File: config.mk
export PLATFORM = sky130hd
export DESIGN_NAME = heartbeat_pacer
export DESIGN_NICKNAME = d
export VERILOG_FILES = /design/src/rtl/heartbeat_pacer.sv
export SDC_FILE = /design/constraint.sdc
export NUM_CORES = 1
export LEC_CHECK = 0
export ABC_CLOCK_PERIOD_IN_PS = 4900
export BUFFER_PORTS_ARGS = -buffer_cell sky130_fd_sc_hd__buf_2
export CAP_MARGIN = 20
export CORE_MARGIN = 5
export CORE_UTILIZATION = 31
export DETAILED_ROUTE_END_ITERATION = 8
export PLACE_DENSITY = 0.45
export SLEW_MARGIN = 30
export SYNTH_ARGS = -nofsm -noshare
export SYNTH_HDL_FRONTEND = slang
export SYNTH_SLANG_ARGS = --single-unit
export TNS_END_PERCENT = 30
File: constraint.sdc
create_clock -name clk -period 4.9 [get_ports clk]
set_input_delay 0.735 -clock clk [delete_from_list [all_inputs] [get_ports clk]]
set_output_delay 0.735 -clock clk [all_outputs]
set_load 0.01 [all_outputs]
File: src/rtl/heartbeat_pacer.sv
// heartbeat_pacer: turns a 2-bit heartbeat code into a timed lub-dub beat pattern.
// The code is latched once per period on LUB entry; timing advances only on tick.
module heartbeat_pacer #(
    parameter int PULSE_TICKS = 4,
    parameter int GAP_TICKS   = 6,
    parameter int PERIOD_0    = 40,
    parameter int PERIOD_1    = 80,
    parameter int PERIOD_2    = 100,
    parameter int PERIOD_3    = 160
) (
    input  logic       clk,
    input  logic       reset,
    input  logic       tick,
    input  logic       enable,
    input  logic [1:0] heartbeat,
    output logic       beat,
    output logic       lub,
    output logic       beat_start,
    output logic [1:0] rate,
    output logic [7:0] beat_cnt
);

    localparam logic [2:0] S_IDLE = 3'd0;
    localparam logic [2:0] S_LUB  = 3'd1;
    localparam logic [2:0] S_GAP  = 3'd2;
    localparam logic [2:0] S_DUB  = 3'd3;
    localparam logic [2:0] S_REST = 3'd4;

    localparam logic [7:0] PULSE_LAST = 8'(PULSE_TICKS - 1);
    localparam logic [7:0] GAP_LAST   = 8'(GAP_TICKS - 1);

    logic [2:0] state_q, state_d;
    logic [7:0] phase_q, phase_d;
    logic [7:0] per_q, per_d;
    logic [7:0] per_len_q, per_len_d;
    logic [1:0] rate_q, rate_d;
    logic [7:0] cnt_q, cnt_d;
    logic       beat_q, beat_d;
    logic       lub_q, lub_d;
    logic       bstart_q, bstart_d;
    logic       start;

    function automatic logic [7:0] period_sel(input logic [1:0] code);
        case (code)
            2'd0:    period_sel = 8'(PERIOD_0);
            2'd1:    period_sel = 8'(PERIOD_1);
            2'd2:    period_sel = 8'(PERIOD_2);
            default: period_sel = 8'(PERIOD_3);
        endcase
    endfunction

    always_comb begin
        state_d   = state_q;
        phase_d   = phase_q;
        per_d     = per_q;
        per_len_d = per_len_q;
        rate_d    = rate_q;
        cnt_d     = cnt_q;
        bstart_d  = 1'b0;
        start     = 1'b0;

        if (state_q == S_IDLE) begin
            start = enable & tick;
        end else if (!enable) begin
            // Disable wins over a coincident tick; rate and beat count are kept.
            state_d = S_IDLE;
            phase_d = '0;
            per_d   = '0;
        end else if (tick) begin
            phase_d = phase_q + 8'd1;
            per_d   = per_q + 8'd1;
            case (state_q)
                S_LUB: begin
                    if (phase_q == PULSE_LAST) begin
                        state_d = S_GAP;
                        phase_d = '0;
                    end
                end
                S_GAP: begin
                    if (phase_q == GAP_LAST) begin
                        state_d = S_DUB;
                        phase_d = '0;
                    end
                end
                S_DUB: begin
                    if (phase_q == PULSE_LAST) begin
                        state_d = S_REST;
                        phase_d = '0;
                    end
                end
                S_REST: begin
                    start = (per_q == per_len_q - 8'd1);
                end
                default: begin
                    state_d = S_IDLE;
                    phase_d = '0;
                    per_d   = '0;
                end
            endcase
        end

        if (start) begin
            state_d   = S_LUB;
            rate_d    = heartbeat;
            per_len_d = period_sel(heartbeat);
            phase_d   = '0;
            per_d     = '0;
            bstart_d  = 1'b1;
            cnt_d     = cnt_q + 8'd1;
        end

        // Outputs are decoded from the next state so they register alongside it.
        beat_d = (state_d == S_LUB) || (state_d == S_DUB);
        lub_d  = (state_d == S_LUB);
    end

    always_ff @(posedge clk or posedge reset) begin
        if (reset) begin
            state_q   <= S_IDLE;
            phase_q   <= '0;
            per_q     <= '0;
            per_len_q <= '0;
            rate_q    <= '0;
            cnt_q     <= '0;
            beat_q    <= 1'b0;
            lub_q     <= 1'b0;
            bstart_q  <= 1'b0;
        end else begin
            state_q   <= state_d;
            phase_q   <= phase_d;
            per_q     <= per_d;
            per_len_q <= per_len_d;
            rate_q    <= rate_d;
            cnt_q     <= cnt_d;
            beat_q    <= beat_d;
            lub_q     <= lub_d;
            bstart_q  <= bstart_d;
        end
    end

    assign beat       = beat_q;
    assign lub        = lub_q;
    assign beat_start = bstart_q;
    assign rate       = rate_q;
    assign beat_cnt   = cnt_q;

endmodule
==> results of run 1 <==
-- per-layer routing --
layer  vias to the layer above  track usage
met5                         -            0
met4                         0      0.04396
met3                         5      0.02574
met2                        16       0.1751
met1                       788       0.1503
li1                        798            -
-- worst register-to-register path: cells and delay by family, from the launching register on --
| kind | cells | cell delay (ns) |
|---|---|---|
| AOI/OAI and AO/OA | 5 | 1.31 |
| adders and majority gates | 1 | 0.24 |
| buffers and inverters | 1 | 0.06 |
| DFF | 1 | 0.42 |
| muxes | 1 | 0.37 |
-- stage by stage --
stage,worst slack (ns),cells,total power (uW),area (um^2)
floorplan,2.638,210,522.8,2157
global placement,2.447,318,583.9,2340
detailed placement,2.400,318,586.2,2340
CTS,2.359,326,818.1,2431
global route,2.226,326,857.3,2431
finish,2.392,326,804.7,2431
-- placed cells by master, fill, tap and decap left out, drive strengths merged, types with 3 or more instances in the layout --
cell     netlist  layout
clkbuf         3       7
mux2           8       8
nor4           3       3
inv           11      11
mux2i          3       3
xor2           6       6
xnor2         12      12
nor2           7       7
a31oi         11      11
and2           6       6
nand2         20      20
buf            6      21
ha            10      10
and3           9       9
dfrtp         38      38
o211ai         3       3
nand3         12      12
o2111ai        4       4
o21ai         10      10
-- sequential cells by signal (all words and copies together) (netlist names) --
register and flops:
beat_cnt 8, per_q 8, phase_q 8, per_len_q 6, state_q 3, rate 2, beat 1, beat_start 1
lub 1
-- area by class of cell --
cell class | instances | share of cell area
Clock buffer | 7 | 0.03551
Clock inverter | 1 | 0.002059
Inverter | 11 | 0.01698
Multi-Input combinational cell | 152 | 0.4586
Sequential cell | 38 | 0.3911
Tap cell | 96 | 0.04941
Timing Repair Buffer | 21 | 0.04632
-- power groups by stage --
stage          Combinational (uW)  Sequential [uW]  Clock [uW]
6_report                      181              394         230
5_1_grt                       203              403         251
4_1_cts                       185              395         237
3_5_place_dp                  185              401           0
3_3_place_gp                  183              401           0
2_1_floorplan                 117              406           0
-- cell families (layout without fill, tap and decap cells) --
kind of cell               after synthesis  in the layout  synth area share
adders and majority gates               10             10           0.05800
DFF                                     38             38            0.4408
muxes                                   11             11           0.06265
AOI/OAI and AO/OA                       45             45            0.1537
xor gates and xnor gates                18             18           0.07309
buffers and inverters                   20             40           0.04234
and+or+nand+nor                         68             68            0.1694
-- path summary, 6_finish.rpt --
path	depth (start not counted)	start	end	slack, ns
worst min-delay path	1	beat_cnt[7]	beat_cnt[7]	0.47
min in group asynchronous	3	reset	rate[0]	0.56
max in group asynchronous	3	reset	state_q[1]	3.99
worst min register to register	1	beat_cnt[7]	beat_cnt[7]	0.47
worst max register to register	8	per_len_q[2]	rate[0]	2.39
worst max-delay path	8	per_len_q[2]	rate[0]	2.39
==> run summary, run 1 <==
CTS tree: done
Share of cells above drive strength 1: 0.1739
Hold_ws: 0.4676 ns
Final core occ: 0.3578
Root buf cell: clkbuf_8
Initial antenna violation count: 0
Worst slew margin: 0.5926
Crit path largest cell delay: 0.42 ns
Initial DRC Count: 40
H-tree Lvls: 2
Routed length on met3: 133 um
Syn_area_per_cell: 10.27 um^2
Initial Util: 0.3175
Die Ht: 93.42 um
Die area: 0.008726 mm^2
Synth top area share: 0.4408
Primary FF master, synth: dfrtp_1
Slowest-stage cell, CP: dfrtp_1
Post-synth ARST share: 1.000
Die X-Extent: 93.42 um
CTS buffer count: 5
Num rows: 30
Crit-path cells: inv_1 > ha_1 > o21ba_1 > a221o_1 > a21oi_2 > o311a_1 > o21ai_4 > mux2_1
Gr ovfl total: 0
Max IR drop VDD: 0.1231 mV
Largest net degree at the start of global routing: 39
Layout overhead on the synthesized area: 12.70%
Highest Signal Layer: met4
Post-synth EDFFs: 0
Number of gates resized after CTS: 0
Global-route wire length before repair: 7748 um
Top-Level Pins: 19
Remaining antenna violation count: 0
# clock sinks: 38
CORE AREA: 0.006794 mm^2
Synth cell count leaders: 38 x dfrtp_1, 20 x nand2_1, 12 x nand3_1, 12 x xnor2_1
Synth area leaders: dfrtp_1 44%, ha_1 5.8%, xnor2_1 4.9%
Seq. cell area: 950.9 um^2
Post-Syn Instances: 210
Max Cap Violations: 0
Unrepaired setup endpoints after global routing: no
WL/cell: 13.71 um
Clock Latency Late Sink: 0.29 ns
Port Buffers: 18
Vias in the first global route: 1544
Clock group share of total power: 0.286
Met2 routed WL: 2005 um
LEAKAGE: 0.001137 uW
Met1 wire length: 2271 um
Warnings from Yosys: 0
Postcts setup bufs: 0
Internal power: 554.8 uW
WL final: 4470 um
Sw Share: 0.3106
Drt first pass iters: 4
Worst path bufs/invs: 1
Synth Net Count: 226
Startpoint types: register
DR vias: 1607
CP top delay family: compound AO/OA/AOI/OAI gates
Syn Std Cell Area: 0.002157 mm^2
Setup_tns: 0 ns
Psw: 249.9 uW
Final Hold Vio Count: 0
Clk buf depth: 2
Dpl hpwl: 3165 um
Final nets: 245
RePlAce Congestion: 0.7074
Fillers: 698
Via density: 4.929
Distinct cells, synth: 48
DRC viols: 0
Clk slew on worst S/H paths: 0.08 ns
Worst EP arrival: 2.69 ns
Fin Clk Skew: 0.007243 ns
Count leader, synth: dfrtp_1
Yosys top cell by area: dfrtp_1
Max Freq: 398.7 MHz
Fin crit period: 2.508 ns
Setup violations, final: 0
CTS Hold Bufs: 0
Seq/Total Area, Yosys: 0.4408
#FFs+latches synth: 38
CP required: 5.08 ns
Largest fanout on the critical path: 14
WS Path Type: reg -> reg
Combinational Power Share: 0.224
GRT Overall Usage: 0.1124
Fin crit share: 0.5118
Max Slew Vio Count: 0
Antenna cells: 0
Seq pwr share: 0.490
Pwr dens: 331.0 mW/mm^2
Outcome: finished, final reports clean
Measured slew at the worst slew-check pin: 0.6088 ns
Multi-input logic area: 0.001115 mm^2
Tightest Hold Check Type: reg -> reg
Crit end category: register
Note: power is estimated with default switching activity, not from simulation.
==> run 2: changes to the inputs <==
--- a/config.mk
+++ b/config.mk
@@ -5,13 +5,13 @@
 export SDC_FILE = /design/constraint.sdc
 export NUM_CORES = 1
 export LEC_CHECK = 0
-export ABC_CLOCK_PERIOD_IN_PS = 4900
+export ABC_CLOCK_PERIOD_IN_PS = 2100
 export BUFFER_PORTS_ARGS = -buffer_cell sky130_fd_sc_hd__buf_2
 export CAP_MARGIN = 20
 export CORE_MARGIN = 5
 export CORE_UTILIZATION = 31
 export DETAILED_ROUTE_END_ITERATION = 8
-export PLACE_DENSITY = 0.45
+export PLACE_DENSITY = 0.47
 export SLEW_MARGIN = 30
 export SYNTH_ARGS = -nofsm -noshare
 export SYNTH_HDL_FRONTEND = slang
==> constraint.sdc (replaced) <==
create_clock -name clk -period 2.1 [get_ports clk]
set_input_delay 0.315 -clock clk [delete_from_list [all_inputs] [get_ports clk]]
set_output_delay 0.315 -clock clk [all_outputs]
set_load 0.01 [all_outputs]
==> run 2 against run 1 <==
Effect of this change:
- the flow now finishes with violations (setup timing)
- sequential power increased by 130%
- via count rose by 2.2%
- maximum frequency rose by 16%
- clock-buffer cell count fell by 1
- largest cell class unchanged
- highest routed layer unchanged
==> run summary, run 2 (synthesis results as in run 1) <==
Largest net degree at the start of global routing: 39
Clk buf depth: 2
RR Startpoint: per_len_q[2]
H-tree Lvls: 2
Setup violations, final: 11
Pwr dens: 744.1 mW/mm^2
DR vias: 1643
Gr ovfl total: 0
CTS Hold Bufs: 0
RePlAce Congestion: 0.7680
Final Hold Vio Count: 0
GRT Overall Usage: 0.1141
Measured slew at the worst slew-check pin: 0.4933 ns
WS Path Type: reg -> reg
Share of cells above drive strength 1: 0.2691
Drt first pass iters: 4
Startpoint types: register
Fin Clk Skew: 0.006304 ns
WL final: 4526 um
Fillers: 693
CORE AREA: 0.006794 mm^2
Worst flop-to-flop path endpoint: rate[0]
Outcome: finished with violations
Clock Latency Late Sink: 0.29 ns
CTS buffer count: 5
End point of the critical path: rate[0]
Reg2reg path depth: 9
Place WS: -0.1146 ns
Initial DRC Count: 41
CTS tree: done
LEAKAGE: 0.001246 uW
Most common cell after layout, fill and taps aside: dfrtp_1
Root buf cell: clkbuf_8
Max IR drop VDD: 0.3483 mV
Antenna cells: 0
Num rows: 30
Dpl hpwl: 3235 um
DRC viols: 0
Top-Level Pins: 19
Fin crit share: 1.031
Worst slew margin: 0.6711
Initial Util: 0.3175
Max Slew Vio Count: 0
Largest fanout on the critical path: 10
Clk slew on worst S/H paths: 0.08 ns
Max Freq: 462.1 MHz
Hold_ws: 0.1227 ns
Port Buffers: 18
CP required: 2.28 ns
Most frequent cells in the layout: 38 x dfrtp_1, 21 x buf_4, 20 x nand2_1
# clock sinks: 38
Final nets: 264
Final core occ: 0.3849
Flop2flop setup slack: -0.06 ns
Failing checks: setup timing
Fin crit period: 2.164 ns
Worst EP arrival: 2.34 ns
WL/cell: 13.12 um
Via density: 4.762
Final WS setup: -0.06407 ns
Critical Path Start: per_len_q[2]
Unrepaired setup endpoints after global routing: yes
Max Cap Violations: 0
Layout overhead on the synthesized area: 21.23%
Global-route wire length before repair: 7893 um
Initial antenna violation count: 0
Die area: 0.008726 mm^2
Crit end category: register
Die X-Extent: 93.42 um
Vias in the first global route: 1609
Remaining antenna violation count: 0
Tightest Hold Check Type: in -> async
Die Ht: 93.42 um
run 2: per-layer routing:
layer  wire length [um]  global-route usage
met5                  0                   0
met4                 70             0.04029
met1               2363              0.1593
met2               1929              0.1686
met3                163             0.03057
run 2: area by class of cell:
type / count / area (um^2) / area share
Multi-Input combinational cell: 152 / 1140 / 0.4359
Sequential cell: 38 / 950.9 / 0.3636
Inverter: 11 / 41.29 / 0.01579
Clock buffer: 6 / 82.58 / 0.03158
Tap cell: 96 / 120.1 / 0.04593
Timing Repair Buffer: 40 / 267.8 / 0.1024
Clock inverter: 2 / 12.51 / 0.004785
run 2: power breakdown:
part | internal [uW] | leakage [uW] | switching, uW | total [uW]
clock network | 264 | 0.0000472 | 273 | 537
registers | 825 | 0.000502 | 95.7 | 921
logic | 255 | 0.000696 | 233 | 488
total | 1340 | 0.00125 | 601 | 1950
run 2: worst max-delay path, stage by stage, from the launching register on:
cell and delay, ns:
dfrtp_1 0.42, inv_2 0.06, ha_4 0.17, o21ba_1 0.16
a221o_1 0.32, a21oi_2 0.15, o311a_1 0.25, o21ai_4 0.08
buf_12 0.16, mux2_4 0.29
run 2: through the flow:
step           cells  area, um^2  setup TNS [ns]  total power [uW]
5_1_grt          345        2615          -3.566              2074
3_3_place_gp     335        2480         -0.4467              1409
4_1_cts          345        2606         -0.6049              1974
2_1_floorplan    210        2173         -0.3001              1231
6_report         345        2615         -0.5190              1946
3_5_place_dp     335        2480         -0.9265              1410
run 2: how the worst min path moves through the flow:
stage / slack, ns / end / start / cells past startpoint
floorplan: 0.45 / rate[0] / heartbeat[0] / 1
global placement: 0.46 / beat_cnt[7] / beat_cnt[7] / 1
detailed placement: 0.46 / beat_cnt[7] / beat_cnt[7] / 1
CTS: 0.15 / rate[0] / reset / 3
global route: 0.20 / rate[0] / reset / 3
finish: 0.12 / beat_start / reset / 3
run 2: timing repair:
| action | in CTS | in global routing |
|---|---|---|
| setup endpoints to repair | 20 | 27 |
| pin swaps | 3 | 0 |
| buffers inserted | 2 | 0 |
| resized for setup | 2 | 3 |
